### src/rtl/mux_n_registrado.sv
// Registered N:1 operand selector with a valid/ready stage and a 2-entry skid buffer.
// Out-of-range selector values pass zero data and raise a sticky error flag.
module mux_n_registrado #(
  parameter int LARGURA     = 32,
  parameter int ENTRADAS    = 4,
  parameter int SEL_LARGURA = 2
) (
  input  logic                         clock,
  input  logic                         reset,
  input  logic [ENTRADAS*LARGURA-1:0]  entradas,
  input  logic [SEL_LARGURA-1:0]       seletor,
  input  logic                         valido_in,
  output logic                         pronto_out,
  output logic [LARGURA-1:0]           saida,
  output logic                         valido_out,
  input  logic                         pronto_in,
  output logic                         erro_sel
);

  // state | meaning
  // VAZIO | principal and skid empty
  // CHEIO | principal holds a beat, skid empty
  // SKID  | principal and skid both hold beats, upstream stalled
  // Encoding is {valido_p, valido_s} so the handshake outputs come straight from flops.
  typedef enum logic [1:0] {
    VAZIO = 2'b00,
    CHEIO = 2'b10,
    SKID  = 2'b11
  } estado_t;

  estado_t              estado_q, estado_d;
  logic [LARGURA-1:0]   dado_p_q, dado_p_d;
  logic [LARGURA-1:0]   dado_s_q, dado_s_d;
  logic                 erro_q, erro_d;
  logic [LARGURA-1:0]   sel_dado;
  logic                 sel_ok;
  logic                 aceita;
  logic                 consome;

  always_comb begin
    sel_dado = '0;
    sel_ok   = 1'b0;
    for (int k = 0; k < ENTRADAS; k++) begin
      if (seletor == SEL_LARGURA'(k)) begin
        sel_dado = entradas[k*LARGURA +: LARGURA];
        sel_ok   = 1'b1;
      end
    end
  end

  assign pronto_out = ~estado_q[0];
  assign valido_out = estado_q[1];
  assign saida      = dado_p_q;
  assign erro_sel   = erro_q;

  assign aceita  = valido_in & pronto_out;
  assign consome = valido_out & pronto_in;

  always_comb begin
    estado_d = estado_q;
    dado_p_d = dado_p_q;
    dado_s_d = dado_s_q;
    erro_d   = erro_q | (aceita & ~sel_ok);
    case (estado_q)
      VAZIO: begin
        if (aceita) begin
          dado_p_d = sel_dado;
          estado_d = CHEIO;
        end
      end
      CHEIO: begin
        if (consome && aceita) begin
          dado_p_d = sel_dado;
        end else if (consome) begin
          estado_d = VAZIO;
        end else if (aceita) begin
          dado_s_d = sel_dado;
          estado_d = SKID;
        end
      end
      SKID: begin
        if (consome) begin
          dado_p_d = dado_s_q;
          estado_d = CHEIO;
        end
      end
      default: estado_d = VAZIO;
    endcase
  end

  always_ff @(posedge clock) begin
    if (reset) begin
      estado_q <= VAZIO;
      dado_p_q <= '0;
      dado_s_q <= '0;
      erro_q   <= 1'b0;
    end else begin
      estado_q <= estado_d;
      dado_p_q <= dado_p_d;
      dado_s_q <= dado_s_d;
      erro_q   <= erro_d;
    end
  end

endmodule

### config.mk
export PLATFORM = sky130hd
export DESIGN_NAME = mux_n_registrado
export DESIGN_NICKNAME = d
export VERILOG_FILES = /design/src/rtl/mux_n_registrado.sv
export SDC_FILE = /design/constraint.sdc
export NUM_CORES = 1
export LEC_CHECK = 0
export ABC_AREA = 0
export CORE_MARGIN = 4
export CORE_UTILIZATION = 46
export CTS_BUF_LIST = sky130_fd_sc_hd__clkbuf_4 sky130_fd_sc_hd__clkbuf_8
export DETAILED_ROUTE_END_ITERATION = 8
export PLACE_DENSITY = 0.93
export SLEW_MARGIN = 20
export SYNTH_ARGS = -nofsm -noshare
export SYNTH_HDL_FRONTEND = slang
export SYNTH_SLANG_ARGS = --single-unit
### constraint.sdc
create_clock -name clock -period 2 [get_ports clock]
set_input_delay 0.4 -clock clock [delete_from_list [all_inputs] [get_ports clock]]
set_output_delay 0.4 -clock clock [all_outputs]
set_load 0.02 [all_outputs]
==> results <==
- Sequential elements use 30.3% of the synthesized area.
- The global-route wire length before repair is 21.7 mm.
- The die area is 0.0113 sq mm.
- Across the VDD grid, the largest voltage drop is 0.000641 V.
- On the critical path, the stage with the largest delay is an instance of sky130_fd_sc_hd__clkdlybuf4s50_1.
- The cell count of the worst hold path is 2.
- For the final database, setup skew stands at 0.00916 ns.
- Once placement completed, the tool counted placed cells totaling 830.
- The critical path runs through a total of 2 cells.
- The setup fix buffers added after clock tree synthesis is 0.
- The flow ran to the end, and the final reports show no timing, DRC or antenna violations.
- For met2 alone, demand over resource in global routing was 43.6%.
- The count of distinct cell types in the synthesized netlist is 28.
- In this run the most used layer during global routing was met2.
- The CTS H-tree depth is 3.
- The height of the chip is 106 um.
- The max-cap check violation count is 0.
- Derived from the worst setup path, the maximum achievable clock frequency is 0.531 GHz.
- Input and output buffers added on the ports amount to 168.
- The total overflow left after global routing is 0.
- The count of final max-slew check failures is 0.
- The largest net degree at the start of global routing is 101.
- Once layout is complete, the cells apart from fillers number 846.
- The category of cells accounting for the largest share of critical-path delay is buffers and inverters.
- At the pin with the least slew margin, the transition time is 0.389 ns.
- The worst register-to-register path has a setup slack of 0.16 ns.
- The average footprint of a synthesized cell is 7.94 sq um.
- The final weighted congestion in routability-driven placement is 0.780.
- After detailed routing, the number of vias per cell comes to 5.38.
- Walking the worst path, the cells encountered are inv_1 -> clkdlybuf4s50_1.
- The share of layout cells above drive strength 1 is 6.83%.
- The clock tree root buffer cell is sky130_fd_sc_hd__clkbuf_8.
- The via count is 4555.
- The switching part of the total is 36.2%.
- The net count after synthesis is 696.
- The tightest slew margin relative to the limit is 74.1%.
- The die is 106 um wide.
- Row generation in the floorplan step produced 35 rows.
- The clock edge transition at the registers on the reported setup and hold paths is 0.07 ns.
- For this design the total switching power over the nets is 0.00216 W.
- The total inserted antenna cells is 0.
- Summed over all layers, the routed wires come to 13.5 mm.
- The clock passes through at most 2 buffers.
- The global routing met3 resource utilization is 4.37%.
- The number of enable-type register cells in the synthesized netlist is 0.
- After clock tree synthesis, the flow added hold-fix buffers numbering 0.
- The portion of total power attributed to sequential cells is 32.2%.
- The worst path setup slack after routing is 0.117 ns.
- Post-CTS repair changed the size of 0 cells.
- Once the floorplan was initialized, standard cells occupied 47.5% of the core.
- For this run, the number of Yosys warnings is 0.
- Counting cells, the worst reg-to-reg path comes to 5.
- Summed over all failing endpoints, the final setup total negative slack is 0 ns.
- Compared with the post-synthesis result, the final layout area differs by 44.1%.
- The region available for standard cell placement spans 0.00933 sq mm.
- In this run the critical register-to-register path is launched from estado_q[1].
- The worst hold margin is 0.454 ns.
- For the worst setup path, the data required time is 1.60 ns.
- The worst hold path belongs to the class flip-flop to flip-flop.
- The cell count after synthesis is 558.
- The share of flip-flops with an asynchronous set or reset is 0%.
- Power spread over the standard cell area amounts to 934 mW/mm^2.
- The via count of the first global-routing pass is 4714.
- In this run the remaining antenna-violating nets after routing total 0.
- The worst setup path is of the flip-flop to output port kind.
- Internal power comes to 0.00381 W.
- The analysis attributes to cell leakage a power of 2.64 nW.
- The routed length per instance is 15.9 um.
- The minimum clock period after layout is 1.88 ns.
- The setup-violating endpoint count in the final report is 0.
- The worst path uses 94.1% of the clock period.
- The number of remaining DRC errors is 0.
- Setup repair after global routing left no endpoint under its margin.
- Along the worst path, the maximum fanout reaches 6.
- The number of antenna violations at the first check in global routing was 0.
- The number of primary I/O pins is 169.
- The met1 track demand over resource is 26.2%.
- The final-report hold violation count is 0.
- The pre-CTS worst setup slack is 0.0602 ns.
- The combinational group share of total power is 47.1%.
- The worst setup path is captured at an output port.
- Among all flip-flop cells after synthesis, the most frequent one is sky130_fd_sc_hd__dfxtp_1.
- Summing internal, switching and leakage power gives 0.00597 W.
- The filler cells instantiated in the layout total 727.
- The clock latency on the worst-skew pair is 0.34 ns.
- The post-detailed-placement half-perimeter wirelength is 10.1 mm.
- TritonCTS built the clock tree.
- The DRC marker count from the first detailed-route iteration is 248.
- Counting both buffers and inverters, the worst setup path holds a total of 2.
- The capture point of the worst reg-to-reg path is saida[30].
- The global routing usage summed across all routing layers is 23.4%.
- The number of clock sinks seen by CTS is 67.
- The number of clock buffers added by TritonCTS is 9.
- Data arrives at the worst endpoint at 1.48 ns.
- Synthesis inferred 67 register bits.
- In this run the worst setup path begins at estado_q[0].
- The largest single stage delay on the critical path is 0.63 ns.
- The clock share of power is 20.7%.
- In this run the worst setup path terminates at pronto_out.
- After the last flow step, the layout net total stands at 850.
- The type of origin of the critical path is a flip-flop.
- The post-synthesis instance area is 0.00443 sq mm.
- Before antenna repair, the detailed router went through 7 iterations.
==> per-stage QoR <==
step / instance area (sq um) / util (%)
after floorplan: 4430 / -
after global placement: 6170 / 66.2
after detailed placement: 6170 / 66.2
after CTS: 6390 / 68.5
after global routing: 6390 / 68.5
final: 6390 / 68.5
==> cell usage in the layout, fill, tap and decap left out, types with 2 or more instances in the layout <==
cell                              instances
sky130_fd_sc_hd__nor2b_1                  3
sky130_fd_sc_hd__a21oi_1                 34
sky130_fd_sc_hd__bufinv_16                2
sky130_fd_sc_hd__nand2_1                130
sky130_fd_sc_hd__nand3_1                 32
sky130_fd_sc_hd__buf_12                   3
sky130_fd_sc_hd__buf_2                    2
sky130_fd_sc_hd__mux2i_1                 98
sky130_fd_sc_hd__buf_4                   19
sky130_fd_sc_hd__clkinv_2                 2
sky130_fd_sc_hd__nand2b_1                64
sky130_fd_sc_hd__clkbuf_8                 9
sky130_fd_sc_hd__ha_1                     3
sky130_fd_sc_hd__clkdlybuf4s50_1        165
sky130_fd_sc_hd__clkbuf_4                 2
sky130_fd_sc_hd__a221oi_1                33
sky130_fd_sc_hd__inv_1                   34
sky130_fd_sc_hd__dfxtp_1                 67
==> power by group through the flow <==
stage / Combinational [W] / Sequential, W / Clock [W]
2_1_floorplan: 0.00136 / 0.00223 / 0
3_3_place_gp: 0.00270 / 0.00192 / 0
3_5_place_dp: 0.00280 / 0.00195 / 0
4_1_cts: 0.00281 / 0.00192 / 0.00125
5_1_grt: 0.00300 / 0.00196 / 0.00130
6_report: 0.00281 / 0.00192 / 0.00124
==> sequential cells by signal (all words and copies together) (netlist names) <==
signal    flops
estado_q      2
dado_s_q     32
erro_sel      1
saida        32
==> area by class of cell <==
cell class | instances | area (sq um) | area share (%)
multi-input cells | 410 | 2680 | 41.9
repair buffers | 189 | 1860 | 29.2
well taps | 129 | 161 | 2.53
clock buffers | 11 | 139 | 2.17
inverters | 35 | 131 | 2.06
clock inverters | 5 | 77.6 | 1.21
flip-flops and latches | 67 | 1340 | 21.0
==> per-layer routing <==
metal,vias up,part of all wire (%)
li1,2193,-
met1,2142,38
met2,193,53
met3,27,7.2
met4,0,1.8
met5,-,0
==> worst min-delay path by stage <==
stage	startpoint	end	slack (ns)
2_1_floorplan	dado_s_q[26]	dado_s_q[26]	0.43
3_3_place_gp	dado_s_q[29]	dado_s_q[29]	0.44
3_5_place_dp	dado_s_q[27]	dado_s_q[27]	0.44
4_1_cts	dado_s_q[27]	dado_s_q[27]	0.45
5_1_grt	dado_s_q[27]	dado_s_q[27]	0.47
6_report	dado_s_q[6]	dado_s_q[6]	0.45
==> synthesized netlist by cell type, types with 3 or more instances <==
master	instances	area share, %
sky130_fd_sc_hd__clkbuf_1	25	2.1
sky130_fd_sc_hd__buf_6	4	1.0
sky130_fd_sc_hd__dfxtp_1	67	30
sky130_fd_sc_hd__nor2b_1	4	0.56
sky130_fd_sc_hd__buf_12	3	1.4
sky130_fd_sc_hd__buf_2	8	0.90
sky130_fd_sc_hd__buf_1	3	0.25
sky130_fd_sc_hd__inv_1	34	2.9
sky130_fd_sc_hd__buf_8	3	1.0
sky130_fd_sc_hd__a21oi_1	34	3.8
sky130_fd_sc_hd__nand3_1	32	3.6
sky130_fd_sc_hd__nand2b_1	64	9.0
sky130_fd_sc_hd__mux2i_1	98	22
sky130_fd_sc_hd__ha_1	4	1.1
sky130_fd_sc_hd__nand2_1	130	11
sky130_fd_sc_hd__a221oi_1	33	6.5
==> worst reg2reg max path, stage by stage (launching register included) <==
cell	delay [ns]
sky130_fd_sc_hd__dfxtp_1	0.47
sky130_fd_sc_hd__ha_2	0.35
sky130_fd_sc_hd__a21bo_2	0.28
sky130_fd_sc_hd__o211ai_4	0.10
sky130_fd_sc_hd__buf_4	0.30
sky130_fd_sc_hd__mux2i_1	0.25
==> logic make-up (layout without fill, tap and decap cells) <==
logic type / Yosys count / in the layout / share of synthesized area (%)
AOI/OAI and AO/OA: 72 / 72 / 11.6
muxes: 98 / 98 / 22.1
DFF: 67 / 67 / 30.3
and+or+nand+nor: 236 / 236 / 25.3
buffers and inverters: 81 / 240 / 9.62
adders and majority gates: 4 / 4 / 1.13
Note: power is estimated with default switching activity, not from simulation.
==> RTL change 1, RTL diff (same flow settings) <==
`LARGURA`: 32 -> 64.
--- a/src/rtl/mux_n_registrado.sv
+++ b/src/rtl/mux_n_registrado.sv
@@ -3,3 +3,3 @@
 module mux_n_registrado #(
-  parameter int LARGURA     = 32,
+  parameter int LARGURA     = 64,
   parameter int ENTRADAS    = 4,
Interface: changed (resized entradas and saida); port bits go from 169 to 329. No check against the original RTL was run, so the function may have changed too.
==> RTL change 1 against the unedited design <==
Sequential cell count increased by 64; highest routed layer unchanged; sequential power increased by 90%; routed wire length increased by 99%; power increased by 82%; final area increased by 84%; critical path depth decreased by 1; largest power group unchanged; area after synthesis increased by 82%; non-clock buffer count increased by 168; worst setup slack improved by 0.046 ns; sequential share of layout area increased by 1.3 points.
==> RTL change 1: results (changes against the unedited design) <==
----------------------------------------------------
[Critical path]
  Critical Path Start ... saida[23]
  Biggest fanout along the worst timing path ... 2 (-4)
  Worst setup path endpoint ... saida[23]
  Endpoint of the lowest-slack register-to-register path ... saida[31]
  Worst reg-to-reg path cell count ... 7 (+2)
  Register-to-register setup slack ... 0.20 ns (+0.04 ns)
  Data arrival at the endpoint of the critical path ... 1.44 ns (-0.04 ns)

[Worst hold path]
  Worst Min Path Start ... dado_s_q[3]
  Endpoint with the worst hold slack ... dado_s_q[3]

[Power and ir drop]
  Tot Pwr ... 0.0108 W (+82%)
  Switching Fraction ... 36.5% (+0.32 points)
  Leak pwr ... 4.84 nW (+84%)
  Worst voltage drop across the vdd grid ... 538 µV (-16%)
  Clock distribution power ... 0.00204 W (+65%)
  Sequential-cell power consumption ... 0.00365 W (+90%)

[Global routing]
  Met3 routing resource usage after global routing ... 6.49% (+2.1 points)
  Global-route wire length before repair ... 42000 µm (+94%)
  Largest net degree at the start of global routing ... 103 (+2.0%)
  Met1 track demand over resource in global routing ... 28.1% (+1.9 points)
  Met2 usage ... 48.5% (+4.8 points)
  Via count of the first global-routing pass ... 8627 (+83%)

[Detailed routing]
  Drt wl/cell ... 18.2 µm (+14%)
  Via density ... 5.69 (+5.7%)
  Initial DRC Count ... 490 (+98%)

[Synth]
  Largest cells by area after synthesis ... dfxtp_1 33%, mux2i_1 24%, nand2_1 9.0%
  Post-synthesis instance total ... 952 (+71%)
  Total nets after synthesis ... 1218 (+75%)
  Number of distinct standard cells referenced by the synthesized netlist ... 29 (+3.6%)
  Commonest cells post-synth ... 194 x nand2_1, 193 x mux2i_1, 131 x dfxtp_1

[Placement]
  HPWL Detailed ... 19300 µm (+91%)
  Dpl cells ... 1445 (+74%)
  Last weighted congestion value of the routability-driven placer ... 0.843 (+8.0%)
  Port bufs ... 328 (+95%)

[Layout]
  Fraction of final layout cells sized beyond drive strength 1 ... 5.45% (-1.4 points)
  Non-filler cells, final ... 1474 (+74%)
  Layout fillers ... 1282 (+76%)

[Timing]
  Relative slew slack ... 45.1% (-29 points)

[Status]
  Result of the run ... finished clean

[Clocking]
  Depth of the CTS H-tree ... 4 (+1)
  Clock insertion delay at the later pin of the skew report ... 0.44 ns (+0.10 ns)

----------------------------------------------------
-- RTL change 1: cell count changes in the layout (fill, tap and decap cells not counted), sizes merged, moves of 30 or more --
cell,delta
clkdlybuf4s50,+158
o21ai,+65
a221oi,-32
a21oi,+30
inv,-32
nand2,+64
mux2i,+95
nand3,+33
dfxtp,+64
a221o,+64
-- RTL change 1: layout make-up --
cell class	count	area (µm²)	area share (%)
clock buffers	21	283	2.40
repair buffers	357	3650	31.0
inverters	4	16.3	0.138
clock inverters	7	60.1	0.510
diodes	1	2.50	0.0213
multi-input cells	728	4850	41.2
well taps	225	282	2.39
flip-flops and latches	131	2620	22.3
-- RTL change 1: tightest hold or removal path: cells and delay by family (launching register included) --
family | cells | cell delay [ns]
AOI/OAI and AO/OA | 1 | 0.05
DFF | 1 | 0.31
and+or+nand+nor | 1 | 0.05
-- RTL change 1: logic make-up after synthesis --
group           synth area share (%)
flops                           32.6
fa+ha+maj                      0.621
simple gates                    18.6
buf+inv                         7.47
compound gates                  16.6
xor+xnor                       0.109
mux                             24.0
-- RTL change 1: routing by layer --
layer / wire (µm) / up-vias
met3: 1990 / 57
met5: 0 / -
li1: - / 3963
met1: 9740 / 3977
met4: 630 / 0
met2: 14400 / 390
-- RTL change 1: repair_timing --
item | CTS | global route
resized for setup | 2 | 0
endpoints found under the setup margin | 2 | 0
setup buffers | 0 | 0
-- RTL change 1: metrics by stage --
step / setup WS (ns) / cell area, µm² / hold WS (ns)
after floorplan: 0.192 / 8050 / 0.429
after global placement: 0.0620 / 11400 / 0.434
after detailed placement: -0.0137 / 11400 / 0.440
after CTS: 0.137 / 11800 / 0.450
after global routing: 0.0959 / 11800 / 0.468
final: 0.163 / 11800 / 0.447
==> RTL change 2, RTL diff (same flow settings) <==
Made on the original files. Make the reset (`reset`) asynchronous in one clocked block.
--- a/src/rtl/mux_n_registrado.sv
+++ b/src/rtl/mux_n_registrado.sv
@@ -90,3 +90,3 @@
 
-  always_ff @(posedge clock) begin
+  always_ff @(posedge clock or posedge reset) begin
     if (reset) begin
Check against the original RTL: differs if reset is asserted again (counterexample within 4 cycles, from zero or initial values and one cycle with reset high); with reset held inactive, the same outputs for 4 cycles.
==> RTL change 2 against the unedited design <==
Via count fell by 17%; worst setup slack got worse by 0.029 ns; global-route usage fell by 1.6 points; count of clock-buffer cells in the layout fell by 1; non-clock buffer count fell by 2; synthesized cell count fell by 26%; final area fell by 1.7%; core utilization rose by 2.5 points; routed wire length fell by 11%; area after synthesis fell by 4.0%; sequential cell count did not move; maximum frequency fell by 1.5%; die area fell by 3.7%; power rose by 28%; critical path type is now register to register; largest cell class unchanged; largest power group unchanged.
==> RTL change 2: results (changes against the unedited design) <==
----------------------------------------------------
[Critical path]
  Biggest fanout along the worst timing path ... 15 (+9)
  Data arrival at the endpoint of the critical path ... 2.12 ns (+0.64 ns)
  Critical Path Slowest Stage Cell ... dfrtp_1

[Synth]
  Number of distinct standard cells referenced by the synthesized netlist ... 26 (-7.1%)
  Top_reg_cell synth ... dfrtp_1
  Largest cells by area after synthesis ... dfrtp_1 39%, mux2_2 15%, mux2_1 10%
  Post-synthesis area per instance ... 10.3 µm² (+29%)
  Total nets after synthesis ... 552 (-21%)
  Seq/Total Area, Yosys ... 39.4% (+9.1 points)
  Commonest cells post-synth ... 67 x dfrtp_1, 58 x mux2_2, 38 x mux2_1

[Global routing]
  Global-route wire length before repair ... 19500 µm (-10%)
  Via count of the first global-routing pass ... 4015 (-15%)
  Largest net degree at the start of global routing ... 68 (-33%)
  Total global-route track usage ... 21.9% (-1.6 points)

[Power and ir drop]
  Internal portion of total power ... 0.00479 W (+26%)
  Clock share of power ... 14.6% (-6.1 points)
  Sequential-cell power consumption ... 0.00240 W (+25%)
  Worst voltage drop across the vdd grid ... 608 µV (-5.0%)
  Tot Pwr ... 0.00766 W (+28%)
  Leak pwr ... 2.67 nW (+1.3%)

[Layout]
  Number of clock buffers in the layout ... 10 (-1)
  Clock buffers and inverters, area share ... 3.21% (-0.18 points)
  Multi-input gate share of the layout cell area ... 35.6% (-6.2 points)
  Number of ordinary and repair buffers in the finished layout ... 187 (-1.1%)
  Layout fillers ... 638 (-12%)
  Non-clock buffers, area share ... 30.1% (+0.93 points)
  Multi-input combinational cell count ... 279 (-32%)
  Fraction of final layout cells sized beyond drive strength 1 ... 17.3% (+10 points)

[Placement]
  HPWL Detailed ... 9050 µm (-10%)
  Instance area at placement ... 0.00607 mm² (-1.6%)
  Last weighted congestion value of the routability-driven placer ... 0.822 (+5.3%)

[Status]
  Result of the run ... finished clean

[Timing]
  Worst setup skew after layout ... 0.00871 ns (-0.000447 ns)
  Worst slew pin tran ... 0.469 ns (+0.0798 ns)

[Floorplan]
  Die Width ... 104 µm (-1.9%)

[Detailed routing]
  Drt wl/cell ... 17.3 µm (+8.7%)
  Initial DRC Count ... 124 (-50%)

----------------------------------------------------
## RTL change 2: final timing paths
path | cells past startpoint | slack (ns) | startpoint | end
min in group asynchronous | 3 | 0.50 | reset | dado_s_q[14]
hold reg to reg | 0 | 0.38 | erro_sel | erro_sel
hold / removal | 0 | 0.38 | erro_sel | erro_sel
setup reg to reg | 8 | 0.09 | estado_q[0] | saida[23]
setup / recovery | 8 | 0.09 | estado_q[0] | saida[23]
max in group asynchronous | 3 | 1.19 | reset | dado_s_q[26]
## RTL change 2: stage by stage
step           util, %  TNS, ns
2_1_floorplan        -        0
3_3_place_gp      68.7        0
3_5_place_dp      68.7   -0.152
4_1_cts           71.0        0
5_1_grt           71.0        0
6_report          71.0        0
## RTL change 2: critical path: cells and delay by family, from the launching register on
kind	cells	cell delay [ns]
compound gates	1	0.19
fa+ha+maj	1	0.23
mux	1	0.35
simple gates	1	0.06
flops	1	0.41
buf+inv	4	0.53
## RTL change 2: cell families (layout without fill, tap and decap cells)
kind of cell / count (synthesis) / after routing / synth area share (%)
AO/OA/AOI/OAI: 107 / 107 / 14.3
adder cells (fa/ha/maj): 4 / 4 / 1.18
buffers and inverters: 68 / 239 / 8.29
flip-flops: 67 / 67 / 39.4
multiplexers: 128 / 128 / 32.9
AND/OR/NAND/NOR: 40 / 40 / 3.97
## RTL change 2: metal layers
| metal | wire length, µm | GRT usage, % | vias to the layer above |
|---|---|---|---|
| met5 | 0 | 0 | - |
| met4 | 192 | 6.65 | 0 |
| met3 | 624 | 4.78 | 15 |
| met2 | 6420 | 40.6 | 122 |
| met1 | 4750 | 24.9 | 1820 |
| li1 | - | - | 1801 |
## RTL change 2: timing repair
item | in CTS | in global routing
buffers inserted | 0 | 0
setup endpoints to repair | 2 | 29
resized for setup | 1 | 2
pin swaps | 0 | 0
